===== src/rtl/por_reset_gen_pkg.sv =====
// Shared definitions for the power-on reset generator: FSM state encodings,
// default timing constants and the counter-width helper.
package por_reset_gen_pkg;

  typedef enum logic [1:0] {
    WAIT_PG = 2'b00,
    HOLD    = 2'b01,
    RUN     = 2'b10
  } state_e;

  // Defaults assume a 50 MHz clk_in: 20 ms debounce, 1 s hold, 2 s watchdog.
  localparam int DEF_DEB_CYCLES  = 1_000_000;
  localparam int DEF_HOLD_CYCLES = 50_000_000;
  localparam int DEF_WDT_CYCLES  = 100_000_000;

  // A counter over 0..n-1 needs $clog2(n) bits, but never fewer than one.
  function automatic int cnt_width(input int n);
    return (n > 1) ? $clog2(n) : 1;
  endfunction

endpackage


===== src/rtl/por_reset_gen_sync_debounce.sv =====
// Two-flop synchroniser followed by a debounce filter: the filtered value
// follows the input only after DEB_CYCLES consecutive differing samples.
module sync_debounce
  import por_reset_gen_pkg::*;
#(
  parameter int   DEB_CYCLES = DEF_DEB_CYCLES,
  parameter logic RST_VAL    = 1'b0
) (
  input  logic clk_in,
  input  logic rst_n,
  input  logic din,
  output logic dout
);

  localparam int            DW       = cnt_width(DEB_CYCLES);
  localparam logic [DW-1:0] DEB_LAST = DW'(DEB_CYCLES - 1);

  logic          sync1_r;
  logic          sync2_r;
  logic          filt_r;
  logic [DW-1:0] deb_cnt_r;

  // Metastability guard for the asynchronous pin.
  always_ff @(posedge clk_in or negedge rst_n) begin
    if (!rst_n) begin
      sync1_r <= RST_VAL;
      sync2_r <= RST_VAL;
    end else begin
      sync1_r <= din;
      sync2_r <= sync1_r;
    end
  end

  // Any sample equal to the filtered value restarts the stability count.
  always_ff @(posedge clk_in or negedge rst_n) begin
    if (!rst_n) begin
      filt_r    <= RST_VAL;
      deb_cnt_r <= {DW{1'b0}};
    end else if (sync2_r == filt_r) begin
      deb_cnt_r <= {DW{1'b0}};
    end else if (deb_cnt_r == DEB_LAST) begin
      filt_r    <= sync2_r;
      deb_cnt_r <= {DW{1'b0}};
    end else begin
      deb_cnt_r <= deb_cnt_r + DW'(1);
    end
  end

  assign dout = filt_r;

endmodule


===== src/rtl/por_reset_gen.sv =====
// Power-on / manual reset generator: debounced power-good and button feed a
// WAIT_PG/HOLD/RUN sequencer. Optional watchdog enabled by POR_GEN_WDOG_EN.
module por_reset_gen
  import por_reset_gen_pkg::*;
#(
  parameter int DEB_CYCLES  = DEF_DEB_CYCLES,
  parameter int HOLD_CYCLES = DEF_HOLD_CYCLES,
  parameter int WDT_CYCLES  = DEF_WDT_CYCLES
) (
  input  logic       clk_in,
  input  logic       rst,
  input  logic       pg_in,
  input  logic       btn_n,
  input  logic       wdt_kick,
  output logic       rst_out,
  output logic       por_done,
  output logic [7:0] rst_cnt
);

  localparam int            HW        = cnt_width(HOLD_CYCLES);
  localparam logic [HW-1:0] HOLD_LAST = HW'(HOLD_CYCLES - 1);

  logic          rst_meta_r;
  logic          rst_sync_r;
  logic          pg_f_s;
  logic          btn_f_s;
  logic          wdt_to_s;
  logic          reentry_s;
  state_e        state_r;
  state_e        state_s;
  logic [HW-1:0] hold_cnt_r;
  logic [HW-1:0] hold_cnt_s;
  logic          rst_out_r;
  logic          por_done_r;
  logic [7:0]    rst_cnt_r;

  // Asynchronous assertion, synchronised release of the internal reset.
  always_ff @(posedge clk_in or negedge rst) begin
    if (!rst) begin
      rst_meta_r <= 1'b0;
      rst_sync_r <= 1'b0;
    end else begin
      rst_meta_r <= 1'b1;
      rst_sync_r <= rst_meta_r;
    end
  end

  sync_debounce #(.DEB_CYCLES(DEB_CYCLES), .RST_VAL(1'b0)) u_pg_deb (
    .clk_in (clk_in),
    .rst_n  (rst_sync_r),
    .din    (pg_in),
    .dout   (pg_f_s)
  );

  sync_debounce #(.DEB_CYCLES(DEB_CYCLES), .RST_VAL(1'b0)) u_btn_deb (
    .clk_in (clk_in),
    .rst_n  (rst_sync_r),
    .din    (btn_n),
    .dout   (btn_f_s)
  );

`ifdef POR_GEN_WDOG_EN
  localparam int            WW       = cnt_width(WDT_CYCLES);
  localparam logic [WW-1:0] WDT_LAST = WW'(WDT_CYCLES - 1);

  logic [WW-1:0] wdt_cnt_r;

  // Timeout fires on the last count of an unkicked RUN stretch.
  always_comb begin
    wdt_to_s = 1'b0;
    if ((state_r == RUN) && !wdt_kick && (wdt_cnt_r == WDT_LAST)) begin
      wdt_to_s = 1'b1;
    end else begin
      wdt_to_s = 1'b0;
    end
  end

  // Watchdog counter runs only in RUN; a kick or a timeout clears it.
  always_ff @(posedge clk_in or negedge rst_sync_r) begin
    if (!rst_sync_r) begin
      wdt_cnt_r <= {WW{1'b0}};
    end else if ((state_r != RUN) || wdt_kick || wdt_to_s) begin
      wdt_cnt_r <= {WW{1'b0}};
    end else begin
      wdt_cnt_r <= wdt_cnt_r + WW'(1);
    end
  end
`else
  logic unused_s;
  assign wdt_to_s = 1'b0;
  assign unused_s = wdt_kick ^ (WDT_CYCLES == 0);
`endif

  // Next-state logic; the hold count starts at 1 because the first cycle
  // with power good already counts, keeping release at E+HOLD_CYCLES+1.
  always_comb begin
    state_s    = state_r;
    hold_cnt_s = {HW{1'b0}};
    reentry_s  = 1'b0;
    case (state_r)
      WAIT_PG: begin
        if (btn_f_s && pg_f_s) begin
          if (hold_cnt_r == HOLD_LAST) begin
            state_s = RUN;
          end else begin
            state_s    = HOLD;
            hold_cnt_s = hold_cnt_r + HW'(1);
          end
        end else begin
          state_s = WAIT_PG;
        end
      end
      HOLD: begin
        if (!btn_f_s) begin
          state_s = WAIT_PG;
        end else if (!pg_f_s) begin
          state_s = WAIT_PG;
        end else if (hold_cnt_r == HOLD_LAST) begin
          state_s = RUN;
        end else begin
          state_s    = HOLD;
          hold_cnt_s = hold_cnt_r + HW'(1);
        end
      end
      RUN: begin
        if (!btn_f_s || !pg_f_s || wdt_to_s) begin
          state_s   = WAIT_PG;
          reentry_s = 1'b1;
        end else begin
          state_s = RUN;
        end
      end
      default: begin
        state_s = WAIT_PG;
      end
    endcase
  end

  // State and hold counter registers.
  always_ff @(posedge clk_in or negedge rst_sync_r) begin
    if (!rst_sync_r) begin
      state_r    <= WAIT_PG;
      hold_cnt_r <= {HW{1'b0}};
    end else begin
      state_r    <= state_s;
      hold_cnt_r <= hold_cnt_s;
    end
  end

  // Outputs decoded from the current state so they are glitch-free.
  always_ff @(posedge clk_in or negedge rst_sync_r) begin
    if (!rst_sync_r) begin
      rst_out_r  <= 1'b1;
      por_done_r <= 1'b0;
    end else begin
      rst_out_r  <= (state_r != RUN);
      por_done_r <= (state_r == RUN);
    end
  end

  // Saturating re-entry counter.
  always_ff @(posedge clk_in or negedge rst_sync_r) begin
    if (!rst_sync_r) begin
      rst_cnt_r <= 8'd0;
    end else if (reentry_s && (rst_cnt_r != 8'hFF)) begin
      rst_cnt_r <= rst_cnt_r + 8'd1;
    end else begin
      rst_cnt_r <= rst_cnt_r;
    end
  end

  assign rst_out  = rst_out_r;
  assign por_done = por_done_r;
  assign rst_cnt  = rst_cnt_r;

endmodule

===== config.mk =====
export PLATFORM = sky130hd
export DESIGN_NAME = por_reset_gen
export DESIGN_NICKNAME = d
export VERILOG_FILES = /design/src/rtl/por_reset_gen_pkg.sv /design/src/rtl/por_reset_gen_sync_debounce.sv /design/src/rtl/por_reset_gen.sv
export SDC_FILE = /design/constraint.sdc
export NUM_CORES = 1
export LEC_CHECK = 0
export ABC_AREA = 0
export BUFFER_PORTS_ARGS = -buffer_cell sky130_fd_sc_hd__buf_2
export CORE_MARGIN = 3
export CORE_UTILIZATION = 30
export CTS_CLUSTER_SIZE = 20
export DETAILED_ROUTE_END_ITERATION = 10
export GPL_ROUTABILITY_DRIVEN = 0
export SLEW_MARGIN = 20
export SYNTH_ARGS = -nofsm -noshare
export SYNTH_HDL_FRONTEND = slang
export SYNTH_SLANG_ARGS = --single-unit
export TNS_END_PERCENT = 5

===== constraint.sdc =====
create_clock -name clk_in -period 3.1 [get_ports clk_in]
set_input_delay 0.155 -clock clk_in [delete_from_list [all_inputs] [get_ports clk_in]]
set_output_delay 0.155 -clock clk_in [all_outputs]
set_load 0.1 [all_outputs]

==> results of run 1 <==
## power breakdown
group / leakage (nW) / switching (mW) / internal [mW]
Combinational: 0.570 / 0.0275 / 0.0148
Clock: 0.146 / 0.437 / 0.623
Sequential: 1.18 / 0.0198 / 1.13
## flip-flops by register name, summed over array words and instances, names as in the netlist, 2 cells and up
signal and count:
u_btn_deb.deb_cnt_r 20, rst_cnt 8, state_r 2, u_pg_deb.deb_cnt_r 20, hold_cnt_r 26
## layer usage
layer,GRT usage [%],up-vias,routed length (um)
met5,0,-,0
met3,3.043,8,213
met1,15.05,1492,3977
met2,17.34,36,3709
li1,-,1530,-
met4,3.970,0,87
## Yosys cell counts (6+ instances only)
library cell	number	area, sq um
nand3_1	28	140.1
or3_1	6	37.54
a21oi_1	23	115.1
o21ai_0	8	40.04
xnor2_1	34	297.8
inv_1	13	48.80
nor2_1	48	180.2
dfrtp_1	85	2127
xor2_1	14	122.6
nor3_1	11	55.05
nand4_1	18	112.6
o31ai_1	13	97.59
nor4_1	10	62.56
or4_1	12	90.09
nand2_1	22	82.58
and3_1	12	75.07
## final timing paths
check | from | slack [ns] | end
setup / recovery | u_btn_deb.deb_cnt_r[12] | 1.06 | u_btn_deb.deb_cnt_r[17]
hold / removal | rst | 0.14 | rst_meta_r
setup reg to reg | u_btn_deb.deb_cnt_r[12] | 1.06 | u_btn_deb.deb_cnt_r[17]
hold reg to reg | rst_sync_r | 0.31 | u_pg_deb.deb_cnt_r[9]
max in group asynchronous | rst_sync_r | 2.04 | hold_cnt_r[25]
min in group clk_in | u_btn_deb.sync1_r | 0.35 | u_btn_deb.sync2_r
## layout by cell type, fill, tap and decap left out, types with 3 or more instances in the layout
master / n
buf_2: 13
a21oi_1: 23
ha_1: 4
xnor2_1: 34
buf_4: 5
o31ai_1: 12
nand2_1: 22
and3_1: 12
and2_1: 4
clkinv_2: 3
nor3_1: 11
nor4_1: 10
or4_1: 12
dfrtp_1: 84
nor2_1: 48
dlygate4sd3_1: 3
and4_1: 5
nand4_1: 18
nand3_1: 28
mux2_2: 3
inv_1: 13
xor2_1: 14
nor4bb_1: 3
o21ai_0: 8
clkbuf_16: 9
or3_1: 6
## cell families (layout without fill, tap and decap cells)
group                      count (synthesis)  after routing  share of synthesized area [%]
and+or+nand+nor                          194            194                          25.89
DFF                                       86             86                          51.57
AOI/OAI and AO/OA                         52             52                          7.612
xor gates and xnor gates                  48             48                          10.07
buffers and inverters                     23             50                          2.757
adders and majority gates                  4              4                          1.199
muxes                                      3              3                         0.8091
other                                      1              1                        0.08981
## stage by stage
step | area [sq um] | hold slack (ns)
after floorplan | 4175 | -0.1406
after global placement | 4441 | -0.05867
after detailed placement | 4441 | -0.05524
after CTS | 4762 | 0.1204
after global routing | 4762 | 0.1409
final | 4762 | 0.1388
## worst max-delay path: cells and delay by family, from the launching register on
| kind | cells | cell delay (ns) |
|---|---|---|
| compound gates | 2 | 0.66 |
| simple gates | 2 | 0.53 |
| flops | 1 | 0.44 |
| buf+inv | 1 | 0.29 |
## cell type report
| class | count | area, sq um | area share (%) |
|---|---|---|---|
| clock buffer | 10 | 229.0 | 4.808 |
| clock inverter | 6 | 62.56 | 1.314 |
| inverter | 13 | 48.80 | 1.025 |
| multi-input combinational | 302 | 1912 | 40.15 |
| sequential | 86 | 2157 | 45.30 |
| tap | 176 | 220.2 | 4.624 |
| timing repair buffer | 21 | 132.6 | 2.785 |
==> flow_summary.ini, run 1 <==
[min_path]
hp-class = input port to async pin

[timing]
worst_pin_slew_ns = 0.7218
finalWorstSetupSlack_ns = 1.065
max_freq_mhz = 491.3
fin_crit_ns = 2.035
fin_tns_setup_ns = 0
rsz0062_at_grt = no
finalClockSkew_ns = 0.007061
period_share_pct = 65.66
maxSlewHeadroom_pct = 51.78
finalHoldViolations = 0
drv_slew = 0
setup-violations-final = 0

[clock_network]
cts_hold_buf = 3
cts_tree = done
htree_levels = 3
cts.path.max_buffers = 2
cts-resized-gates = 0
clk_pin_slew_ns = 0.06
insertion_delay_ns = 0.34
cts_inserted_buffers = 9
clock-sinks = 86
cts_setup_buffers = 0
root_buffer = clkbuf_16

[floorplanning]
core_area_sq_um = 13400
io_pins = 15
rows = 42
dieArea_sq_um = 15370
fp.dieW_um = 124.0
die_height_um = 124.0
start_util_pct = 31.16

[power]
vdd_drop_max_uv = 231.0
p_leak_nw = 1.895
power_mw = 2.255
powerDensity_nw_per_um2 = 473.6

[global_route]
grt_overflow = 0
track_usage_pct = 11.17
grt_pass1_vias = 3001
grt_max_degree = 42
antenna_found_initial = 0
grt_pass1_wl_mm = 13.88

[finish]
final_nets = 442
final_core_util_pct = 35.54
antenna_cells = 0
drive_above_1_share_pct = 10.50
final_cells = 614
fillers = 1336
synthToLayoutAreaGrowth_pct = 14.05

[outcome]
outcome = finished clean

[detailed_routing]
wl_per_cell_um = 13.01
wirelength_mm = 7.988
vias_per_cell = 4.993
dr.pass1.iters = 4
num_vias = 3066
final_antenna_net_count = 0
drtIter0Drc = 107
drc = 0

[yosys]
synth-warning-count = 0
synth_seq_cells = 86
syn-cell-area_sq_um = 4175
async_flop_share_pct = 100.0
synth-edff-count = 0
synth_area_per_cell_sq_um = 10.16
syn_nets = 420
ys_seq_area_share_pct = 51.57
yosysUniqueCellTypes = 44
synthCells = 411
synthFlopType = dfrtp_1

[place]
dp_hpwl_mm = 5.486
dp.cells = 595
port-buffer-count = 13
place_ws_ns = 1.050

[setup_path]
worstPathRequired_ns = 3.32
critical_path_class = register to register
crit_fanout = 10
worstPathArrival_ns = 2.26
cp-start-kind = register
rr_worst_depth = 5
cpPeakStageDelay_ns = 0.61
cp_cell_sequence = nor4b_1 > nand4_1 > o21bai_1 > buf_4 > a21oi_1
crit_slowest_cell = o21bai_1
worstSetupEndpointType = register

[job]
max_cap_violations = 0
Note: power is estimated with default switching activity, not from simulation.
==> run 2, diff against run 1 <==
--- a/config.mk
+++ b/config.mk
@@ -5,7 +5,7 @@
 export SDC_FILE = /design/constraint.sdc
 export NUM_CORES = 1
 export LEC_CHECK = 0
-export ABC_AREA = 0
+export ABC_AREA = 1
 export BUFFER_PORTS_ARGS = -buffer_cell sky130_fd_sc_hd__buf_2
 export CORE_MARGIN = 3
 export CORE_UTILIZATION = 30
==> constraint.sdc (replaced) <==
create_clock -name clk_in -period 1.9 [get_ports clk_in]
set_input_delay 0.095 -clock clk_in [delete_from_list [all_inputs] [get_ports clk_in]]
set_output_delay 0.095 -clock clk_in [all_outputs]
set_load 0.1 [all_outputs]
==> run 2 against run 1 <==
Sequential share of layout area fell by 4.4 points. Flip-flop and latch count did not move. Die area increased by 10%. Maximum frequency is 24% higher. Largest cell class is now multi-input gates.
==> flow_summary.ini, run 2 <==
[clock_network]
cts_inserted_buffers = 9
clk_pin_slew_ns = 0.06
root_buffer = clkbuf_16
cts_tree = done
cts.path.max_buffers = 2
htree_levels = 3
clock-sinks = 86
insertion_delay_ns = 0.34

[finish]
fillers = 1525
antenna_cells = 0
largest_reg_flops = 26
final_nets = 650
regMostFlops = hold_cnt_r
final_common_cell = nand2_1
final_cell_mix = nand2_1, nor2_1, dfrtp_1, inv_1, nand3_1
largest_registers = hold_cnt_r x26, u_btn_deb.deb_cnt_r x20, u_pg_deb.deb_cnt_r x20
synthToLayoutAreaGrowth_pct = 14.09
final_cells = 830
drive_above_1_share_pct = 10.99

[floorplanning]
core_area_sq_um = 14810
rows = 44
io_pins = 15
start_util_pct = 31.18
fp.dieW_um = 130.1
die_height_um = 130.1
dieArea_sq_um = 16920

[global_route]
track_usage_pct = 11.87
grt_max_degree = 39
grt_overflow = 0
grt_pass1_vias = 3358
grt_pass1_wl_mm = 16.05
antenna_found_initial = 0

[timing]
finalHoldViolations = 0
drv_slew = 0
rsz0062_at_grt = no
hold_slack_ns = 0.06908
fin_crit_ns = 1.636
max_freq_mhz = 611.1
finalWorstSetupSlack_ns = 0.2635
setup-violations-final = 0
finalClockSkew_ns = 0.007291
period_share_pct = 86.13

[detailed_routing]
drc = 0
final_antenna_net_count = 0
dr.pass1.iters = 4
drtIter0Drc = 174
vias_per_cell = 4.355
num_vias = 3615
wirelength_mm = 8.983
wl_per_cell_um = 10.82

[yosys]
ys_seq_area_share_pct = 46.63
syn-cell-area_sq_um = 4618
synth_simple_gate_area_share_pct = 36.77
synth-warning-count = 0
synth_compound_area_share_pct = 2.249
async_flop_share_pct = 100.0
synth_top_area_share_pct = 46.06
yosys.area.top_type = dfrtp_1
syn_nets = 621
synth_adder_area_share_pct = 1.084
synth_most_common_cell = nand2_1
synth_area_per_cell_sq_um = 7.546
synth_xor_area_share_pct = 6.827
synth_seq_cells = 86
synth-edff-count = 0
synthTopCellsByCount = nand2_1, nor2_1, dfrtp_1
synth_top_family_by_area = simple AND/OR/NAND/NOR gates
yosysUniqueCellTypes = 33
synthCells = 612
synthFlopType = dfrtp_1
synth_area_leaders = dfrtp_1, nand2_1, nor2_1
synth_mux_area_share_pct = 0

[min_path]
hp-class = input port to async pin

[setup_path]
worstPathRequired_ns = 2.12
critPathTopFamily = simple AND/OR/NAND/NOR gates
crit_fanout = 21
critical_path_class = register to register
cpPeakStageDelay_ns = 0.43
worstPathArrival_ns = 1.86
crit_buf_inv = 0
cp_cell_sequence = ha_1 > nand2_1 > nor2_2 > nand3_4 > nand2_4 > nor2_1
crit_slowest_cell = dfrtp_1
worstSetupEndpointType = register
cp-start-kind = register

[outcome]
outcome = finished clean

[power]
p_leak_nw = 2.210
powerDensity_nw_per_um2 = 717.5
power_mw = 3.780
vdd_drop_max_uv = 356.7

[place]
dp.cells = 811
place_ws_ns = 0.2493
port-buffer-count = 13
dp_hpwl_mm = 6.707

[job]
max_cap_violations = 0
-- run 2: area by class of cell --
type	count	area [sq um]	area share, %
multi-input combinational	454	2171	41.20
sequential	86	2157	40.94
inverter	70	262.8	4.987
clock buffer	12	256.5	4.868
tap	184	230.2	4.370
timing repair buffer	20	137.6	2.612
clock inverter	4	53.80	1.021
-- run 2: kinds of logic after synthesis --
logic type,after synthesis
compound gates,19
xor+xnor,36
fa+ha+maj,4
buf+inv,72
flops,86
other cells,1
simple gates,394
-- run 2: final timing paths --
check	startpoint	endpoint	slack [ns]	cells after the start
worst max-delay path	hold_cnt_r[0]	hold_cnt_r[21]	0.26	6
worst min register to register	rst_sync_r	u_btn_deb.deb_cnt_r[14]	0.25	0
worst max register to register	hold_cnt_r[0]	hold_cnt_r[21]	0.26	6
worst min-delay path	rst	rst_sync_r	0.07	2
max in group asynchronous	rst_sync_r	u_pg_deb.deb_cnt_r[9]	1.04	1
min in group clk_in	rst_meta_r	rst_sync_r	0.35	0
-- run 2: power breakdown --
group | switching (mW) | total [mW] | internal (mW)
Combinational | 0.0557 | 0.0822 | 0.0265
Clock | 0.731 | 1.83 | 1.10
Sequential | 0.0227 | 1.87 | 1.85
-- run 2: stage by stage --
stage	cell area, sq um	setup TNS, ns	util, %
global placement	4928	0	33.28
detailed placement	4928	0	33.28
global route	5269	0	35.58
CTS	5269	0	35.58
floorplan	4619	-1.684	-
finish	5269	0	35.58
-- run 2: what timing repair did --
action                                  in CTS  in global routing
gates resized for setup                      0                  0
hold endpoints to repair                     4                  0
hold buffers                                 3                  0
setup buffers                                0                  0
endpoints found under the setup margin       0                  0
-- run 2: metal layers --
| layer | vias up | part of all wire, % | track usage, % |
|---|---|---|---|
| li1 | 1934 | - | - |
| met1 | 1649 | 50 | 16.42 |
| met2 | 21 | 46 | 18.32 |
| met3 | 11 | 1.7 | 1.883 |
| met4 | 0 | 2.0 | 5.440 |
| met5 | - | 0 | 0 |
-- run 2: worst register-to-register path, stage by stage (launching register included) --
cell and delay, ns:
dfrtp_1 0.43, ha_1 0.21, nand2_1 0.13, nor2_2 0.20, nand3_4 0.15, nand2_4 0.28
nor2_1 0.10
==> run 3, diff against run 2 <==
--- a/config.mk
+++ b/config.mk
@@ -5,7 +5,6 @@
 export SDC_FILE = /design/constraint.sdc
 export NUM_CORES = 1
 export LEC_CHECK = 0
-export ABC_AREA = 1
 export BUFFER_PORTS_ARGS = -buffer_cell sky130_fd_sc_hd__buf_2
 export CORE_MARGIN = 3
 export CORE_UTILIZATION = 30
==> run 3 against run 2 <==
First-iteration DRC count grew 7.5%. Routed wire length shrank 10%. Die area fell by 9.2%. Clock skew is 0.0030 ns higher. Worst hold slack improved by 0.017 ns. Register-to-register slack got worse by 0.14 ns. Global-route usage is 0.48 points lower. Setup slack worse by 0.14 ns. Clock-buffer cell count rose by 1. Non-clock buffer count up 13. Combinational power fell by 7.4%.
==> flow_summary.ini, run 3 (synthesis results as in run 1) <==
[detailed_routing]
drtIter0Drc = 187
drc = 0
num_vias = 3120
final_antenna_net_count = 0
wirelength_mm = 8.080
dr.pass1.iters = 4
wl_per_cell_um = 12.91
vias_per_cell = 4.984

[clock_network]
clk_pin_slew_ns = 0.05
insertion_delay_ns = 0.34
cts_setup_buffers = 0
cts_inserted_buffers = 9
root_buffer = clkbuf_16
htree_levels = 3
cts.path.max_buffers = 2
cts_tree = done
clock-sinks = 86

[job]
max_cap_violations = 0

[power]
switchingPower_mw = 0.7537
p_seq_share_pct = 51.5
combPwrFrac_pct = 2.1
clkPwrFrac_pct = 46.4
p_sw_share_pct = 20.66
powerDensity_nw_per_um2 = 747.8
p_leak_nw = 1.961
internal-power_mw = 2.894
vdd_drop_max_uv = 304.3

[finish]
final_cells = 626
largest_reg_flops = 26
design_area_sq_um = 4878
fillers = 1341
drive_above_1_share_pct = 13.11
synthToLayoutAreaGrowth_pct = 16.84
antenna_cells = 0
final_common_cell = dfrtp_1
regMostFlops = hold_cnt_r
final_nets = 454
largest_registers = hold_cnt_r x26, u_btn_deb.deb_cnt_r x20, u_pg_deb.deb_cnt_r x20
final_cell_mix = dfrtp_1, nor2_1, xnor2_1, nand3_1, a21oi_1

[global_route]
grt_overflow = 0
grt_pass1_vias = 3005
grt_max_degree = 37
grt_pass1_wl_mm = 14.05
track_usage_pct = 11.40
antenna_found_initial = 0

[timing]
rsz0062_at_grt = no
finalClockSkew_ns = 0.01032
drv_slew = 0
period_share_pct = 93.53
setup-violations-final = 0
fin_crit_ns = 1.777
max_freq_mhz = 562.7
finalHoldViolations = 0

[setup_path]
worstPathArrival_ns = 2.03
crit_fanout = 12
worstPathRequired_ns = 2.15
cp-start-kind = register
critical_path_class = register to register
worstSetupEndpointType = register

[place]
placed_area_sq_um = 4556
dp.cells = 607
port-buffer-count = 13
dp_hpwl_mm = 5.656

[floorplanning]
dieArea_sq_um = 15370
core_area_sq_um = 13400
rows = 42
io_pins = 15
start_util_pct = 31.16
die_height_um = 124.0
fp.dieW_um = 124.0

[min_path]
hp-class = input port to async pin

[outcome]
outcome = finished clean
==> run 3: timing repair <==
| action | 4_1_cts | 5_1_grt |
|---|---|---|
| endpoints found under the setup margin | 0 | 23 |
| resized for setup | 0 | 5 |
| endpoints found under the hold margin | 4 | 0 |
| hold buffers | 3 | 0 |
==> run 3: per-stage QoR <==
step                setup WS, ns  utilization, %  power, mW  hold WS (ns)  TNS, ns
global placement         0.08214           34.00      1.984       -0.1193        0
detailed placement       0.05245           34.00      1.989       -0.1146        0
CTS                      0.04174           36.31      3.706       0.08027        0
finish                    0.1229           36.41      3.648       0.08626        0
global route            0.009806           36.41      3.810       0.09237        0
floorplan                -0.5367               -      1.950       -0.2006   -1.972
==> run 3: power groups by stage <==
stage	Clock (mW)	Combinational, mW	Sequential (mW)
after global placement	0	0.0710	1.91
after detailed placement	0	0.0736	1.92
after global routing	1.83	0.0890	1.89
final	1.69	0.0761	1.88
after floorplan	0	0.0310	1.92
after CTS	1.75	0.0786	1.88
==> run 3: final cells by class <==
class / count / area [sq um] / area share, %
flip-flops and latches: 86 / 2158 / 44.24
well taps: 176 / 220.2 / 4.514
multi-input cells: 302 / 1919 / 39.34
repair buffers: 33 / 251.5 / 5.155
clock buffers: 13 / 240.2 / 4.924
inverters: 13 / 48.80 / 1.000
clock inverters: 3 / 40.04 / 0.8207
==> run 3: path summary, 6_finish.rpt <==
path	start	endpoint	slack (ns)	cells past startpoint
max	hold_cnt_r[6]	hold_cnt_r[21]	0.12	4
max in group asynchronous	rst_sync_r	u_btn_deb.deb_cnt_r[13]	0.96	1
max reg2reg	hold_cnt_r[6]	hold_cnt_r[21]	0.12	4
min	rst	rst_sync_r	0.09	2
min reg2reg	rst_sync_r	u_pg_deb.deb_cnt_r[10]	0.28	0
min in group clk_in	u_btn_deb.sync1_r	u_btn_deb.sync2_r	0.35	0
==> run 3: worst max-delay path: stages (launching register included) <==
cell	delay [ns]
dfrtp_1	0.40
and3_1	0.36
nand4_4	0.22
or4_1	0.54
a21oi_1	0.18
==> run 3: per-layer routing <==
metal  vias to the layer above  routed length (um)  GRT usage (%)
met2                        27                3711          17.64
met5                         -                   0              0
li1                       1560                   -              -
met1                      1520                4062          15.45
met3                        13                 165          2.589
met4                         0                 141          4.654
